### config.mk
export PLATFORM = sky130hd
export DESIGN_NAME = cla_seq_divider
export DESIGN_NICKNAME = d
export VERILOG_FILES = /design/src/rtl/cla_seq_divider_pkg.sv /design/src/rtl/cla_subtractor.sv /design/src/rtl/cla_seq_divider.sv
export SDC_FILE = /design/constraint.sdc
export NUM_CORES = 1
export LEC_CHECK = 0
export CORE_ASPECT_RATIO = 0.7
export CORE_MARGIN = 5
export CORE_UTILIZATION = 45
export DETAILED_ROUTE_END_ITERATION = 10
export GPL_ROUTABILITY_DRIVEN = 0
export PLACE_DENSITY = 0.74
export SETUP_SLACK_MARGIN = 0.5
export SYNTH_ARGS = -nofsm -noshare
export SYNTH_HDL_FRONTEND = slang
export SYNTH_SLANG_ARGS = --single-unit
### constraint.sdc
create_clock -name clk -period 2.25 [get_ports clk]
set_input_delay 0.225 -clock clk [delete_from_list [all_inputs] [get_ports clk]]
set_output_delay 0.225 -clock clk [all_outputs]
set_load 0.02 [all_outputs]
### src/rtl/cla_seq_divider_pkg.sv
// Shared types for the sequential CLA divider: FSM state encoding and counter sizing.
// Imported by the divider top level.
package cla_seq_divider_pkg;

  typedef enum logic [1:0] {
    IDLE = 2'd0,
    CALC = 2'd1,
    DONE = 2'd2
  } state_e;

  // Iteration counter counts WIDTH-1 down to 0.
  function automatic int cnt_width(input int w);
    return (w > 2) ? $clog2(w) : 1;
  endfunction

endpackage

### src/rtl/cla_subtractor.sv
// Combinational N-bit subtractor a + ~b + 1 using full generate/propagate carry lookahead.
// no_borrow is the carry out of the top bit (1 when a >= b).
module cla_subtractor #(
  parameter int N = 5
) (
  input  logic [N-1:0] a,
  input  logic [N-1:0] b,
  output logic [N-1:0] diff,
  output logic         no_borrow
);

  logic [N-1:0] g;
  logic [N-1:0] p;
  logic [N:0]   c;

  assign g = a & ~b;
  assign p = a ^ ~b;

  // Each carry is expanded as a sum of products of g/p terms and carry-in=1.
  always_comb begin
    logic run;
    logic acc;
    run  = 1'b0;
    acc  = 1'b0;
    c    = '0;
    c[0] = 1'b1;
    for (int i = 0; i < N; i++) begin
      acc = g[i];
      run = p[i];
      for (int j = i - 1; j >= 0; j--) begin
        acc = acc | (run & g[j]);
        run = run & p[j];
      end
      c[i+1] = acc | run;
    end
  end

  assign diff      = p ^ c[N-1:0];
  assign no_borrow = c[N];

endmodule

### src/rtl/cla_seq_divider.sv
// Unsigned restoring divider, one quotient bit per clock via a CLA trial subtractor.
// Result valid WIDTH+1 cycles after the input handshake (1 cycle for divide-by-zero).
module cla_seq_divider
  import cla_seq_divider_pkg::*;
#(
  parameter int WIDTH = 4
) (
  input  logic             clk,
  input  logic             rst_n,
  input  logic             in_valid,
  output logic             in_ready,
  input  logic [WIDTH-1:0] dividend,
  input  logic [WIDTH-1:0] divisor,
  output logic             out_valid,
  input  logic             out_ready,
  output logic [WIDTH-1:0] quotient,
  output logic [WIDTH-1:0] remainder,
  output logic             div_by_zero
);

  localparam int CW = cnt_width(WIDTH);

  state_e           state_q, state_d;
  logic [CW-1:0]    cnt_q, cnt_d;
  logic [WIDTH-1:0] q_q, q_d;
  logic [WIDTH-1:0] rem_q, rem_d;
  logic [WIDTH-1:0] dvs_q, dvs_d;
  logic             dbz_q, dbz_d;

  logic [WIDTH:0]   trial_a;
  logic [WIDTH:0]   trial_b;
  logic [WIDTH:0]   trial_diff;
  logic             no_borrow;

  assign trial_a = {rem_q, q_q[WIDTH-1]};
  assign trial_b = {1'b0, dvs_q};

  cla_subtractor #(
    .N (WIDTH + 1)
  ) u_sub (
    .a         (trial_a),
    .b         (trial_b),
    .diff      (trial_diff),
    .no_borrow (no_borrow)
  );

  always_comb begin
    state_d = state_q;
    cnt_d   = cnt_q;
    q_d     = q_q;
    rem_d   = rem_q;
    dvs_d   = dvs_q;
    dbz_d   = dbz_q;
    case (state_q)
      IDLE: begin
        if (in_valid) begin
          dvs_d = divisor;
          if (divisor == '0) begin
            q_d     = '1;
            rem_d   = dividend;
            dbz_d   = 1'b1;
            state_d = DONE;
          end else begin
            q_d     = dividend;
            rem_d   = '0;
            dbz_d   = 1'b0;
            cnt_d   = CW'(WIDTH - 1);
            state_d = CALC;
          end
        end
      end
      CALC: begin
        // On a no-borrow step the difference is below the divisor, so its top bit is 0.
        if (no_borrow) begin
          rem_d = trial_diff[WIDTH-1:0] | {WIDTH{trial_diff[WIDTH]}};
          q_d   = {q_q[WIDTH-2:0], 1'b1};
        end else begin
          rem_d = trial_a[WIDTH-1:0];
          q_d   = {q_q[WIDTH-2:0], 1'b0};
        end
        if (cnt_q == '0) begin
          state_d = DONE;
        end else begin
          cnt_d = cnt_q - CW'(1);
        end
      end
      DONE: begin
        if (out_ready) begin
          state_d = IDLE;
        end
      end
      default: begin
        state_d = IDLE;
      end
    endcase
  end

  always_ff @(posedge clk or negedge rst_n) begin
    if (!rst_n) begin
      state_q <= IDLE;
      cnt_q   <= '0;
      q_q     <= '0;
      rem_q   <= '0;
      dvs_q   <= '0;
      dbz_q   <= 1'b0;
    end else begin
      state_q <= state_d;
      cnt_q   <= cnt_d;
      q_q     <= q_d;
      rem_q   <= rem_d;
      dvs_q   <= dvs_d;
      dbz_q   <= dbz_d;
    end
  end

  assign in_ready    = (state_q == IDLE);
  assign out_valid   = (state_q == DONE);
  assign quotient    = q_q;
  assign remainder   = rem_q;
  assign div_by_zero = dbz_q;

endmodule

==> results.json <==
{
  "synth_seq_cells": 17,
  "die_y_um": 51.36,
  "grt_max_degree": 18,
  "drt_iter0_drc": 65,
  "design_area_um2": 1496,
  "peakVddDrop_mv": 1.124,
  "viasPerCell": 5.514,
  "outcome": "complete, no violations",
  "relSlewSlack": 0.6086,
  "post-place-ws_ns": 0.3760,
  "grt_use_total": 0.1642,
  "coreArea_um2": 2402,
  "yosysWarnings": 0,
  "path_delay_family": "flip-flops",
  "place_area_um2": 1430,
  "worst_pin_slew_ns": 0.5807,
  "end_kind": "flip-flop",
  "hold_path.class": "input pin to asynchronous set/reset pin",
  "rsz0062_at_grt": "yes",
  "numCtsBuffers": 3,
  "synth.avg_cell_area_um2": 8.942,
  "cp_slowest_stage_delay_ns": 0.45,
  "p_leak_nw": 0.6156,
  "die_x_um": 69.09,
  "path_cells": "inv_2, ha_4, or3_4, a21oi_4, mux2_4, a221oi_2",
  "clockBufferDepth": 2,
  "io_pins": 23,
  "clock_skew_ns": 0.002256,
  "rows": 15,
  "htreeDepth": 1,
  "die_area_um2": 3548,
  "clk_latency_ns": 0.29,
  "crit_fanout": 4,
  "syn-cell-area_um2": 1100,
  "drc": 0,
  "grt_pass1_vias": 970,
  "period_share": 0.8266,
  "synth_top_area_share": 0.3868,
  "yosysSeqAreaShare": 0.3868,
  "routedWlPerCell_um": 15.53,
  "antenna_found_initial": 0,
  "synth_fp_nets": 141,
  "path_clk_slew_ns": 0.10,
  "nets": 170,
  "cp.required_ns": 2.45,
  "timing.fmax_ghz": 0.5376,
  "finalSetupViolCount": 0,
  "synth.top_cells.by_area": "dfrtp_1, ha_1, o21ai_0",
  "finalWorstSetupSlack_ns": 0.3901,
  "synth_largest_area_cell": "dfrtp_1",
  "dp_hpwl_mm": 2.152,
  "fin_crit_ns": 1.860,
  "area_growth_pct": 36.06,
  "tritoncts": "yes",
  "grt_pass1_wl_mm": 4.712,
  "drv_cap": 0,
  "critPathKind": "flip-flop to flip-flop",
  "initial_core_util": 0.4578,
  "drive_above_1_share": 0.2119,
  "critPathArrivalTime_ns": 2.06,
  "cts_sinks": 17,
  "synthCells": 123,
  "rrSetupSlack_ns": 0.39,
  "setup_tns_ns": 0,
  "p_per_area_nw_per_um2": 1729,
  "startpoint_type": "flip-flop",
  "holdWs_ns": 0.2573,
  "ant_nets": 0,
  "cpMaxStageDelayCell": "dfrtp_2",
  "path_buf_inv": 1,
  "maxSlewViolCount": 0,
  "drt-total-wl_mm": 2.873,
  "dr.pass1.iters": 4,
  "overflow": 0,
  "hold_viol_final": 0,
  "cts_root_buf": "clkbuf_4",
  "vias": 1020,
  "yosysUniqueCellTypes": 32,
  "diodes": 0,
  "io_buffer_count": 22
}
-- timing repair --
item | 4_1_cts | 5_1_grt
hold buffers | 0 | 0
pin swaps | 1 | 2
gates resized for setup | 6 | 4
buffers inserted | 2 | 0
setup endpoints to repair | 8 | 7
-- path summary, 6_finish.rpt --
check | cells past startpoint | to | from
hold reg to reg | 1 | div_by_zero$_DFFE_PN0P_ | div_by_zero$_DFFE_PN0P_
max in group asynchronous | 2 | state_q[0]$_DFFE_PN0P_ | rst_n
hold / removal | 2 | dvs_q[2]$_DFFE_PN0P_ | rst_n
setup / recovery | 6 | remainder[3]$_DFFE_PN0P_ | quotient[3]$_DFFE_PN0P_
setup reg to reg | 6 | remainder[3]$_DFFE_PN0P_ | quotient[3]$_DFFE_PN0P_
min in group clk | 1 | div_by_zero$_DFFE_PN0P_ | div_by_zero$_DFFE_PN0P_
-- through the flow --
stage	cells	util	total power, mW
finish	185	0.6229	2.588
global route	185	0.6229	2.776
CTS	185	0.6172	2.558
detailed placement	179	0.5953	2.317
global placement	179	0.5953	2.238
floorplan	123	-	1.813
-- cell usage after synthesis, drive strengths merged --
cell and count:
dfrtp 17, inv 12, nor2 12, o21ai 10, nand2 9, a21oi 8, nor3 8, nor2b 7
ha 6, clkbuf 4, o22a 4, a211oi 3, mux2 3, mux2i 3, a31oi 2, or3 2
xnor2 2, a221oi 1, a22oi 1, a311oi 1, nand2b 1, nor3b 1, nor4 1, o21a 1
o22ai 1, o2bb2ai 1, o311ai 1, o41ai 1
-- kinds of logic (layout without fill, tap and decap cells) --
kind of cell / count (synthesis) / in the layout / synth area share
AOI/OAI and AO/OA: 35 / 35 / 0.2230
DFF: 17 / 17 / 0.3868
xor gates and xnor gates: 2 / 2 / 0.01593
buffers and inverters: 16 / 44 / 0.05460
and+or+nand+nor: 41 / 41 / 0.1934
muxes: 6 / 6 / 0.05802
adders and majority gates: 6 / 6 / 0.06826
-- area by class of cell --
type                            count  area [um^2]
Fill cell                         230        905.9
Timing Repair Buffer               28        266.5
Multi-Input combinational cell     90        685.7
Tap cell                           34        42.54
Clock buffer                        4        26.28
Inverter                           12        45.04
Sequential cell                    17        430.4
-- cells in the final DEF, fill, tap and decap left out, types with 3 or more instances in the layout --
cell,instances
a21oi_1,7
buf_4,5
clkbuf_4,3
clkdlybuf4s50_1,20
dfrtp_1,13
dfrtp_2,4
inv_1,10
mux2i_1,3
nand2_1,9
nor2_1,12
nor2b_1,7
nor3_1,6
o21ai_0,9
o22a_1,4
-- flip-flops by register name (all words and copies together) (netlist names) --
| register | flops |
|---|---|
| dvs_q | 4 |
| quotient | 4 |
| remainder | 4 |
| cnt_q | 2 |
| state_q | 2 |
| div_by_zero | 1 |
-- power by group --
part	total (mW)	switching (mW)	internal (mW)	leakage, nW
combinational	1.78	0.896	0.882	0.406
clock	0.165	0.0962	0.0690	0.0150
sequential	0.644	0.183	0.461	0.195
total	2.59	1.18	1.41	0.616
-- metal layers --
layer | global-route usage | vias to the layer above | share of wire
met2 | 0.2674 | 41 | 0.46
met5 | 0 | - | 0
li1 | - | 494 | -
met1 | 0.2201 | 485 | 0.46
met3 | 0.05894 | 0 | 0.081
met4 | 0.009740 | 0 | 0
(Power assumes the default switching activity.)
